[config.mk]
export PLATFORM = sky130hd
export DESIGN_NAME = speed_uart_tx
export DESIGN_NICKNAME = d
export VERILOG_FILES = /design/src/rtl/speed_uart_tx.sv
export SDC_FILE = /design/constraint.sdc
export NUM_CORES = 1
export LEC_CHECK = 0
export ABC_AREA = 1
export CORE_MARGIN = 10
export CORE_UTILIZATION = 60
export DETAILED_ROUTE_END_ITERATION = 8
export PLACE_DENSITY = 0.75
export SLEW_MARGIN = 10
export SYNTH_ARGS = -nofsm -noshare
export SYNTH_HDL_FRONTEND = slang
export SYNTH_SLANG_ARGS = --single-unit
[constraint.sdc]
create_clock -name clk -period 1.7 [get_ports clk]
set_input_delay 0.34 -clock clk [delete_from_list [all_inputs] [get_ports clk]]
set_output_delay 0.34 -clock clk [all_outputs]
set_load 0.005 [all_outputs]
[src/rtl/speed_uart_tx.sv]
// speed_uart_tx
// Captures a measured speed on the `done` pulse, converts it to five ASCII
// decimal digits with a sequential double-dabble, and sends "DDDDD\r\n" as
// back-to-back 8N1 UART frames on serial_data_out. One message in flight at
// a time; requests arriving while busy are reported on `drop` and ignored.

module speed_uart_tx #(
    parameter int SYS_FREQ    = 10000000,
    parameter int BAUD        = 115200,
    parameter int WIDTH_SPEED = 14
) (
    input  logic                   clk,
    input  logic                   reset_n,
    input  logic [WIDTH_SPEED-1:0] speed,
    input  logic                   done,
    output logic                   serial_data_out,
    output logic                   busy,
    output logic                   drop
);

    localparam int CLKS_PER_BIT = SYS_FREQ / BAUD;
    localparam int BAUD_W       = (CLKS_PER_BIT > 1) ? $clog2(CLKS_PER_BIT) : 1;
    localparam int CONV_W       = $clog2(WIDTH_SPEED + 2);
    localparam int DD_W         = 20 + WIDTH_SPEED;

    localparam logic [BAUD_W-1:0] BAUD_LAST   = BAUD_W'(CLKS_PER_BIT - 1);
    localparam logic [CONV_W-1:0] CONV_SHIFTS = CONV_W'(WIDTH_SPEED);
    localparam logic [CONV_W-1:0] CONV_LOAD   = CONV_W'(WIDTH_SPEED + 1);
    localparam logic [2:0]        LAST_BYTE   = 3'd6;
    localparam logic [2:0]        LAST_BIT    = 3'd7;

    typedef enum logic [2:0] {
        ST_IDLE       = 3'd0,
        ST_CONVERT    = 3'd1,
        ST_SEND_START = 3'd2,
        ST_SEND_DATA  = 3'd3,
        ST_SEND_STOP  = 3'd4,
        ST_NEXT_BYTE  = 3'd5
    } state_t;

    // Double-dabble correction: every BCD nibble >= 5 gets +3 before the shift.
    function automatic logic [19:0] dabble_adjust(input logic [19:0] bcd);
        logic [19:0] res;
        logic [3:0]  nib;
        res = 20'h0_0000;
        for (int n = 0; n < 5; n++) begin
            nib = bcd[4*n +: 4];
            if (nib >= 4'd5) begin
                res[4*n +: 4] = nib + 4'd3;
            end else begin
                res[4*n +: 4] = nib;
            end
        end
        return res;
    endfunction

    // One BCD digit to its ASCII character.
    function automatic logic [7:0] digit_ascii(input logic [3:0] nib);
        return 8'h30 + {4'h0, nib};
    endfunction

    // Seven-byte message, byte 0 (most significant digit) in the low byte so
    // that a right shift by 8 advances to the next byte.
    function automatic logic [55:0] build_msg(input logic [19:0] bcd);
        return {8'h0A, 8'h0D,
                digit_ascii(bcd[3:0]),   digit_ascii(bcd[7:4]),
                digit_ascii(bcd[11:8]),  digit_ascii(bcd[15:12]),
                digit_ascii(bcd[19:16])};
    endfunction

    state_t                   state_q,    state_d;
    logic [WIDTH_SPEED-1:0]   bin_q,      bin_d;
    logic [19:0]              bcd_q,      bcd_d;
    logic [CONV_W-1:0]        conv_cnt_q, conv_cnt_d;
    logic [BAUD_W-1:0]        baud_q,     baud_d;
    logic [2:0]               bit_idx_q,  bit_idx_d;
    logic [2:0]               byte_idx_q, byte_idx_d;
    logic [55:0]              msg_q,      msg_d;
    logic                     tx_q,       tx_d;
    logic                     busy_q,     busy_d;
    logic                     drop_q,     drop_d;

    logic                     baud_end_s;
    logic                     capture_s;
    logic [7:0]               byte_s;
    logic [DD_W-1:0]          dd_s;

    // State register and all datapath registers; reset returns the line to idle-high.
    always_ff @(posedge clk or negedge reset_n) begin
        if (!reset_n) begin
            state_q    <= ST_IDLE;
            bin_q      <= '0;
            bcd_q      <= 20'h0_0000;
            conv_cnt_q <= '0;
            baud_q     <= '0;
            bit_idx_q  <= 3'd0;
            byte_idx_q <= 3'd0;
            msg_q      <= 56'h0;
            tx_q       <= 1'b1;
            busy_q     <= 1'b0;
            drop_q     <= 1'b0;
        end else begin
            state_q    <= state_d;
            bin_q      <= bin_d;
            bcd_q      <= bcd_d;
            conv_cnt_q <= conv_cnt_d;
            baud_q     <= baud_d;
            bit_idx_q  <= bit_idx_d;
            byte_idx_q <= byte_idx_d;
            msg_q      <= msg_d;
            tx_q       <= tx_d;
            busy_q     <= busy_d;
            drop_q     <= drop_d;
        end
    end

    // Next-state and next-output logic; the line value is registered together
    // with the state it belongs to, so the pin changes on the same edge.
    always_comb begin
        state_d    = state_q;
        bin_d      = bin_q;
        bcd_d      = bcd_q;
        conv_cnt_d = conv_cnt_q;
        baud_d     = baud_q;
        bit_idx_d  = bit_idx_q;
        byte_idx_d = byte_idx_q;
        msg_d      = msg_q;
        tx_d       = tx_q;
        busy_d     = busy_q;
        drop_d     = 1'b0;
        capture_s  = 1'b0;
        baud_end_s = (baud_q == BAUD_LAST);
        byte_s     = msg_q[7:0];
        dd_s       = {dabble_adjust(bcd_q), bin_q} << 1'b1;

        case (state_q)
            ST_IDLE: begin
                tx_d   = 1'b1;
                busy_d = 1'b0;
                if (done) begin
                    capture_s = 1'b1;
                end else begin
                    capture_s = 1'b0;
                end
            end

            // WIDTH_SPEED shift cycles, then one settle cycle and one load
            // cycle so the start bit lands WIDTH_SPEED+2 edges after capture.
            ST_CONVERT: begin
                if (conv_cnt_q < CONV_SHIFTS) begin
                    bcd_d      = dd_s[DD_W-1:WIDTH_SPEED];
                    bin_d      = dd_s[WIDTH_SPEED-1:0];
                    conv_cnt_d = conv_cnt_q + {{(CONV_W-1){1'b0}}, 1'b1};
                end else if (conv_cnt_q < CONV_LOAD) begin
                    conv_cnt_d = conv_cnt_q + {{(CONV_W-1){1'b0}}, 1'b1};
                end else begin
                    msg_d      = build_msg(bcd_q);
                    byte_idx_d = 3'd0;
                    bit_idx_d  = 3'd0;
                    baud_d     = '0;
                    tx_d       = 1'b0;
                    state_d    = ST_SEND_START;
                end
            end

            ST_SEND_START: begin
                if (baud_end_s) begin
                    baud_d    = '0;
                    bit_idx_d = 3'd0;
                    tx_d      = byte_s[0];
                    state_d   = ST_SEND_DATA;
                end else begin
                    baud_d = baud_q + {{(BAUD_W-1){1'b0}}, 1'b1};
                end
            end

            ST_SEND_DATA: begin
                if (baud_end_s) begin
                    baud_d = '0;
                    if (bit_idx_q == LAST_BIT) begin
                        tx_d    = 1'b1;
                        state_d = ST_SEND_STOP;
                    end else begin
                        bit_idx_d = bit_idx_q + 3'd1;
                        tx_d      = byte_s[bit_idx_q + 3'd1];
                    end
                end else begin
                    baud_d = baud_q + {{(BAUD_W-1){1'b0}}, 1'b1};
                end
            end

            // The byte-advance decision is folded into the last stop-bit
            // cycle so consecutive frames have no idle gap between them.
            ST_SEND_STOP: begin
                if (baud_end_s) begin
                    baud_d = '0;
                    if (byte_idx_q != LAST_BYTE) begin
                        byte_idx_d = byte_idx_q + 3'd1;
                        msg_d      = {8'h00, msg_q[55:8]};
                        tx_d       = 1'b0;
                        state_d    = ST_SEND_START;
                    end else begin
                        tx_d    = 1'b1;
                        busy_d  = 1'b0;
                        state_d = ST_IDLE;
                        if (done) begin
                            capture_s = 1'b1;
                        end else begin
                            capture_s = 1'b0;
                        end
                    end
                end else begin
                    baud_d = baud_q + {{(BAUD_W-1){1'b0}}, 1'b1};
                end
            end

            // NEXT_BYTE is resolved inside SEND_STOP and never held; reaching
            // it (or any undefined encoding) means corruption, so recover to idle.
            ST_NEXT_BYTE: begin
                tx_d    = 1'b1;
                busy_d  = 1'b0;
                state_d = ST_IDLE;
            end

            default: begin
                tx_d    = 1'b1;
                busy_d  = 1'b0;
                state_d = ST_IDLE;
            end
        endcase

        if (capture_s) begin
            bin_d      = speed;
            bcd_d      = 20'h0_0000;
            conv_cnt_d = '0;
            busy_d     = 1'b1;
            tx_d       = 1'b1;
            state_d    = ST_CONVERT;
        end else begin
            drop_d = done && (state_q != ST_IDLE);
        end
    end

    assign serial_data_out = tx_q;
    assign busy            = busy_q;
    assign drop            = drop_q;

endmodule

# ---- Word-level counts from Yosys, hierarchy flattened
# Index checks and enable logic that the tools add are counted.
dict set report word_totals {
  elab_cells 137
  ff_bits 113
  output_inout_bits 3
}
dict set report op_classes {
  n_reduce_logical 19
  n_lt_le_gt_ge 8
  n_addsub 14
  mux 62
  eq_ne 23
}
# cell count
set op_table {}
lappend op_table {{$mux 56} 4}
lappend op_table {{$pmux 56 s2} 1}
lappend op_table {{$mux 20} 3}
lappend op_table {{$mux 3} 15}
lappend op_table {{$mux 14} 3}
lappend op_table {{$add 6x4->7 const A} 5}
lappend op_table {{$mux 4} 8}
lappend op_table {{$ne 3x3->1 const B} 8}
lappend op_table {{$mux 7} 3}
lappend op_table {{$ge 4x3->1 const B} 5}
lappend op_table {{$add 4x2->4 const B} 4}
lappend op_table {{$mux 1} 16}
lappend op_table {{$ne 2x2->1 const B} 8}
lappend op_table {{$pmux 3 s5} 1}
lappend op_table {{$pmux 7 s2} 1}
lappend op_table {{$reduce_and 5->1} 2}
lappend op_table {{$pmux 3 s3} 1}
lappend op_table {{$reduce_bool 3->1} 3}
lappend op_table {{$lt 4x4->1 const B} 2}
lappend op_table {{$reduce_bool 2->1} 4}
lappend op_table {{$add 7x1->7 const B} 1}
lappend op_table {{$eq 7x7->1 const B} 1}
lappend op_table {{$reduce_and 7->1} 1}
lappend op_table {{$add 3x1->3 const B} 2}
lappend op_table {{other kinds (18)} 24}

# ---- Logic depth before layout (Yosys ltp)
# Gate-level depths: netlist of the first run.
dict set report depth {
  ltp_word 7
  mapped_depth 11
  ltp_nobuf 10
}

# ---- Worst setup path after synthesis of the first run
# No wires, ideal clock.
dict set report synth_path {
  path_kind {register to register}
  from {register baud_q[1]}
  to {register msg_q[11]}
  arrival_time_ns 1.364
  n_path_buf 2
  path_stages_with_launch 12
  synth_period_minus_slack_ns 1.488
  path_slack_ns 0.212
  path_cell_list {dfrtp_1 inv_1 ha_1 nand2_1 inv_1 nand3_2 nand2_2 nand3_2 buf_6 buf_6 nand2_1 o21ai_1}
}
dict set report synth_via {
  elab_chain_len 3
}
# element line
set synth_lines {}
lappend synth_lines {{from (decl)} 75} ;# logic [BAUD_W-1:0] baud_q, baud_d;
lappend synth_lines {{from (signal assigned)} 107} ;# baud_q <= baud_d;
lappend synth_lines {{$eq 7x7->1} 132} ;# baud_end_s = (baud_q == BAUD_LAST);
lappend synth_lines {{$ne 2x2->1 (no line)} n/a}
lappend synth_lines {{$reduce_and 5->1 (no line)} n/a}
lappend synth_lines {{to (signal assigned)} 110} ;# msg_q <= msg_d;
lappend synth_lines {{to (decl)} 78} ;# logic [55:0] msg_q, msg_d;
# No other way between the ends.
# A chain may end at the register's enable or synchronous reset.

# ---- Worst setup path in the final report of the first run
dict set report layout_path {
  from {register state_q[1]}
  to {register msg_q[8]}
}
dict set report layout_via {
  elab_chain_len 3
  word_cells_on_any_way 9
  classes_between {eq/ne: 6; mux: 1; reduce/logical: 2}
}
# element line
set layout_lines {}
lappend layout_lines {{from (decl)} 71} ;# state_t state_q, state_d;
lappend layout_lines {{from (signal assigned)} 103} ;# state_q <= state_d;
lappend layout_lines {{$eq 3x3->1 / $eq 3x1->1 (equally long branches)} 136} ;# case (state_q)
lappend layout_lines {{$ne 2x2->1 (no line) / $reduce_bool 2->1 (equally long branches)} n/a}
lappend layout_lines {{$reduce_and 5->1 (no line)} n/a}
# Parallel ways exist; a longest one is shown, timed or not.

==> results of run 1 <==
## how the worst max path moves through the flow
stage,from,end,slack [ns],depth (start not counted)
4_1_cts,state_q[2],bin_q[4],0.02,7
3_5_place_dp,done,bcd_q[17],-0.36,8
6_report,state_q[1],msg_q[8],0.09,10
3_3_place_gp,done,bcd_q[15],-0.26,7
5_1_grt,byte_idx_q[0],msg_q[3],-0.008,10
2_1_floorplan,baud_q[1],msg_q[11],0.21,11
## metrics by stage
stage | std cells | TNS (ns) | worst slack (ns) | utilization [%] | area (um^2)
global route | 724 | -0.0258 | -0.00840 | 73.3 | 5340
floorplan | 575 | 0 | 0.212 | - | 4540
finish | 724 | 0 | 0.0878 | 73.3 | 5340
detailed placement | 701 | -7.30 | -0.363 | 68.0 | 4960
global placement | 701 | -5.46 | -0.263 | 68.0 | 4960
CTS | 718 | 0 | 0.0168 | 71.6 | 5220
## sequential cells by signal, indices dropped and copies added, names as in the netlist
signal,count
msg_q,26
bcd_q,20
bin_q,14
baud_q,7
conv_cnt_q,4
bit_idx_q,3
byte_idx_q,3
state_q,3
busy,1
drop,1
serial_data_out,1
## cells by family (layout without fill, tap and decap cells)
logic type      after synthesis  in the layout
flops                        83             83
xor+xnor                      8              8
fa+ha+maj                    17             17
simple gates                304            305
compound gates               89             89
buf+inv                      74            123
## synth_stat cells, types with 5 or more instances
cell type	instances
nand2_1	202
dfrtp_1	82
inv_1	48
o21ai_0	30
nor2_1	29
nand3_1	28
o21ai_1	24
nand4_1	22
ha_1	17
o21a_1	14
a21oi_1	11
buf_2	10
xor2_1	8
o211ai_1	6
nand2_2	5
## layer usage
metal / track usage [%] / vias to the layer above / routed length, um
li1: - / 1954 / -
met1: 21.5 / 1902 / 4560
met2: 28.0 / 74 / 4870
met3: 3.35 / 17 / 378
met4: 5.71 / 0 / 146
met5: 0 / - / 0
## power by group
part / switching (uW) / internal, uW / leakage (uW) / total [uW]
sequential: 0.331 / 1970 / 0.000936 / 1970
clock: 744 / 1020 / 0.000123 / 1760
combinational: 46.7 / 44.2 / 0.00149 / 90.9
total: 792 / 3040 / 0.00254 / 3830
## layout make-up
cell class | count | area (um^2) | share of cell area, %
clock buffer | 10 | 138 | 2.58
clock inverter | 6 | 111 | 2.08
inverter | 53 | 201 | 3.77
multi-input combinational | 419 | 2160 | 40.4
sequential | 83 | 2080 | 38.9
tap | 99 | 124 | 2.32
timing repair buffer | 54 | 534 | 10.0
## what timing repair did
item,CTS,global route
setup buffers,0,2
hold buffers,1,0
endpoints found under the setup margin,22,63
endpoints found under the hold margin,20,0
resized for setup,2,12
cloned,0,4
## worst register-to-register path: stages (launching register included)
cell and delay [ns]:
dfrtp_1 0.40, inv_2 0.11, nand2_4 0.08, nor2_8 0.12
buf_6 0.15, nand2_2 0.07, nand2_1 0.10, nand3_4 0.14
clkbuf_16 0.22, nand2_1 0.06, o21ai_0 0.07
==> flow_summary.toml, run 1 <==
[critical_path]
timing.critical_path.fanout_max = 15
crit_chain = "inv_2 > nand2_4 > nor2_8 > buf_6 > nand2_2 > nand2_1 > nand3_4 > clkbuf_16 > nand2_1 > o21ai_0"
r2r_slack_ns = 0.09
cp-start-kind = "flip-flop"
setup.worst_path.end_class = "flip-flop"
r2r_start = "state_q[1]"
required_ns = 1.94
crit_buf_inv = 3
cp_top_family = "simple AND/OR/NAND/NOR gates"
crit_type = "flip-flop to flip-flop"
path_common_cell = "nand2_1"
cp.arrival_ns = 1.86
cp_slowest_stage_delay_ns = 0.40
cp_slowest_cell = "dfrtp_1"
timing.rr.end = "msg_q[8]"
worst-r2r-cell-count = 10

[global_route]
grt_antenna_before_repair = 0
grt_overflow = 0
grt_pass1_wl_um = 16300
grt_pass1_vias = 3783
grt_usage_pct = 16.9
grt_max_degree = 59

[clocking]
clk_pin_slew_ns = 0.09
clock_sinks = 83
clock-root-buffer = "clkbuf_8"
htreeDepth = 3
clock_latency_ns = 0.36
numCtsBuffers = 9
clockBufferDepth = 2
cts_tree = "yes"

[die]
die_w_um = 107
start_util_pct = 62.3
die-area_um2 = 11400
fp.dieH_um = 107
fp-row-count = 31
core-area_um2 = 7290
ios = 20

[cells_and_area]
antenna_cells = 0
nets = 654
mostFrequentLayoutCells = "nand2_1, dfrtp_1, inv_1"
drive_gt1_share_pct = 12.5
layout_commonest_cell = "nand2_1"
syn_to_final_growth_pct = 17.7
n_fill_cell = 596

[timing]
finClkSkew_ns = 0.00735
finalSetupViolCount = 0
worst_pin_slew_ns = 0.515
hold_viol = 0
period_minus_slack_ns = 1.61
fin_crit_sh_pct = 94.8
fin_hold_ws_ns = 0.429
report.final.slew_viol_count = 0
fmax_mhz = 620
slew-limit-headroom_pct = 65.3

[placement]
gp_congestion = 0.883
dp_hpwl_um = 6430
portBuffers = 19

[route]
dr.pass1.iters = 5
routed-via-count = 3947
drtIter0Drc = 222
vias_per_cell = 5.45
avgRoutedWirePerCell_um = 13.8
postRouteAntennaNets = 0
routed_wl_um = 9960
drc = 0

[run]
cap_violations = 0

[synthesis]
ys.warnings.count = 0
synthAdderAreaFrac_pct = 4.69
synth_compound_area_share_pct = 11.1
async_flop_share_pct = 100
syn_area_per_cell_um2 = 7.89
seq_area_frac_synth_pct = 45.8
synth_top_cells_by_area = "dfrtp_1, nand2_1, ha_1"
syn_inst = 575
synth-xor-area-share_pct = 1.54
synth_top_area_share_pct = 45.2
synth_flop_cell = "dfrtp_1"
synth_top_family_by_area = "simple AND/OR/NAND/NOR gates"
ys_seq_elements = 83
yosys.area.top_type = "dfrtp_1"
yosys.area_share.simple_pct = 29.5
synth_edf_count = 0
synth_nets = 609
synthMuxAreaShare_pct = 0
ys_types = 34
syn_area_um2 = 4540

[status]
status = "finished clean"

[power]
total_power_uw = 3830
leakage_uw = 0.00254
ir_drop_mv = 0.508
power_density_nw_per_um2 = 716

[min_path]
hold_path.class = "input pin to async pin"
Power figures use the tool's default switching activity.
==> run 2, diff against run 1 <==
- CORE_MARGIN: 10 -> default
- SETUP_SLACK_MARGIN: default -> 0.05
==> flow_summary.toml, run 2 (same netlist as run 1, synthesis figures left out) <==
[power]
p_int_uw = 2840
total_power_uw = 3620
leakage_uw = 0.00252
switching_share_pct = 21.4
power_switching_uw = 774
power_density_nw_per_um2 = 685
comb_power_share_pct = 2.5
clkPwrFrac_pct = 42.9
ir_drop_mv = 0.480
seqPwrFrac_pct = 54.6

[global_route]
grt_pass1_wl_um = 14700
met3_usage_pct = 3.88
grt_pass1_vias = 3290
grt_max_degree = 59
busiest_layer = "met2"
grt_overflow = 0
grt_usage_pct = 24.3
grt_util_met1_pct = 32.4
grt_antenna_before_repair = 0
grtUsageMet2_pct = 40.0

[route]
routed_wl_um = 9080
postRouteAntennaNets = 0
drc = 0
drtIter0Drc = 175
routed-via-count = 3843
dr.pass1.iters = 4
vias_per_cell = 5.34
avgRoutedWirePerCell_um = 12.6

[critical_path]
cp_slowest_stage_delay_ns = 0.41
crit_chain = "buf_4 > nand3_4 > buf_4 > inv_1 > nand2_4 > nand3_4 > clkbuf_16 > nand2_1 > o21ai_0"
cp.arrival_ns = 1.82
cp-start-kind = "flip-flop"
timing.critical_path.fanout_max = 29
cp_top_family = "buffers and inverters"
worst-r2r-cell-count = 9
required_ns = 1.94
timing.rr.end = "msg_q[5]"
r2r_slack_ns = 0.12
crit_type = "flip-flop to flip-flop"
cp_slowest_cell = "dfrtp_1"
crit_buf_inv = 4
r2r_start = "state_q[0]"
setup.worst_path.end_class = "flip-flop"

[placement]
gp_congestion = 0.833
detailed_place.area_um2 = 4960
place_inst = 701
portBuffers = 19
dp_hpwl_um = 6100

[clocking]
clock_sinks = 83
clockBufferDepth = 2
cts_tree = "yes"
clock-root-buffer = "clkbuf_8"
htreeDepth = 3
clk_pin_slew_ns = 0.09
numCtsBuffers = 9
clock_latency_ns = 0.35

[die]
start_util_pct = 62.3
fp-row-count = 31
die-area_um2 = 7920
die_w_um = 89.0
fp.dieH_um = 89.0
core-area_um2 = 7290
ios = 20

[cells_and_area]
largestRegisters = "msg_q (26), bcd_q (20), bin_q (14)"
layout_commonest_cell = "nand2_1"
nets = 651
drive_gt1_share_pct = 12.2
final_cells = 720
syn_to_final_growth_pct = 16.3
largest_reg_flops = 26
mostFrequentLayoutCells = "nand2_1, dfrtp_1, inv_1"
fin_area_um2 = 5280
antenna_cells = 0
largest-register = "msg_q"

[run]
cap_violations = 0

[timing]
tns_ns = 0
slew-limit-headroom_pct = 69.4
fin_crit_sh_pct = 92.7
finalSetupViolCount = 0
rsz0062_at_grt = "no"
fmax_mhz = 634
fin_hold_ws_ns = 0.430
worst_pin_slew_ns = 0.455
finClkSkew_ns = 0.00678
report.final.slew_viol_count = 0
period_minus_slack_ns = 1.58
hold_viol = 0

[min_path]
hold_path.class = "input pin to async pin"

[status]
status = "finished clean"
==> run 2: stage by stage <==
stage               worst slack, ns  utilization, %
finish                        0.124            72.4
global route                 0.0278            72.4
CTS                          0.0350            71.1
detailed placement           -0.338            68.0
global placement             -0.278            68.0
floorplan                     0.212               -
==> run 2: cell type report <==
type	instances	area, um^2
clock buffer	9	124
tap	99	124
multi-input combinational	419	2170
clock inverter	6	90.1
inverter	53	201
fill	585	2010
sequential	83	2080
timing repair buffer	51	495
==> run 2: worst max path at each step <==
stage	start	cells past startpoint	endpoint
final	state_q[0]	9	msg_q[5]
after global routing	bit_idx_q[0]	8	bit_idx_q[2]
after CTS	state_q[2]	7	bin_q[11]
after detailed placement	done	8	bcd_q[0]
after global placement	done	7	bcd_q[12]
after floorplan	baud_q[1]	11	msg_q[11]
==> run 2: metal layers <==
metal / wire length (um) / up-vias / share of wire (%)
met4: 143 / 0 / 1.6
met5: 0 / - / 0
li1: - / 1960 / -
met3: 288 / 10 / 3.2
met2: 4240 / 59 / 47
met1: 4410 / 1814 / 49
==> run 2: timing repair <==
action,CTS,global route
hold endpoints to repair,24,0
setup buffers,0,1
gates resized for setup,2,14
hold buffers,1,0
cloned,0,2
setup endpoints to repair,22,65
==> run 2: power groups by stage <==
stage | sequential (uW) | clock, uW | combinational [uW]
3_3_place_gp | 2010 | 0 | 91.0
2_1_floorplan | 2010 | 0 | 1.41
4_1_cts | 1970 | 1580 | 94.3
3_5_place_dp | 2010 | 0 | 92.4
5_1_grt | 1970 | 1650 | 103
6_report | 1970 | 1550 | 90.1
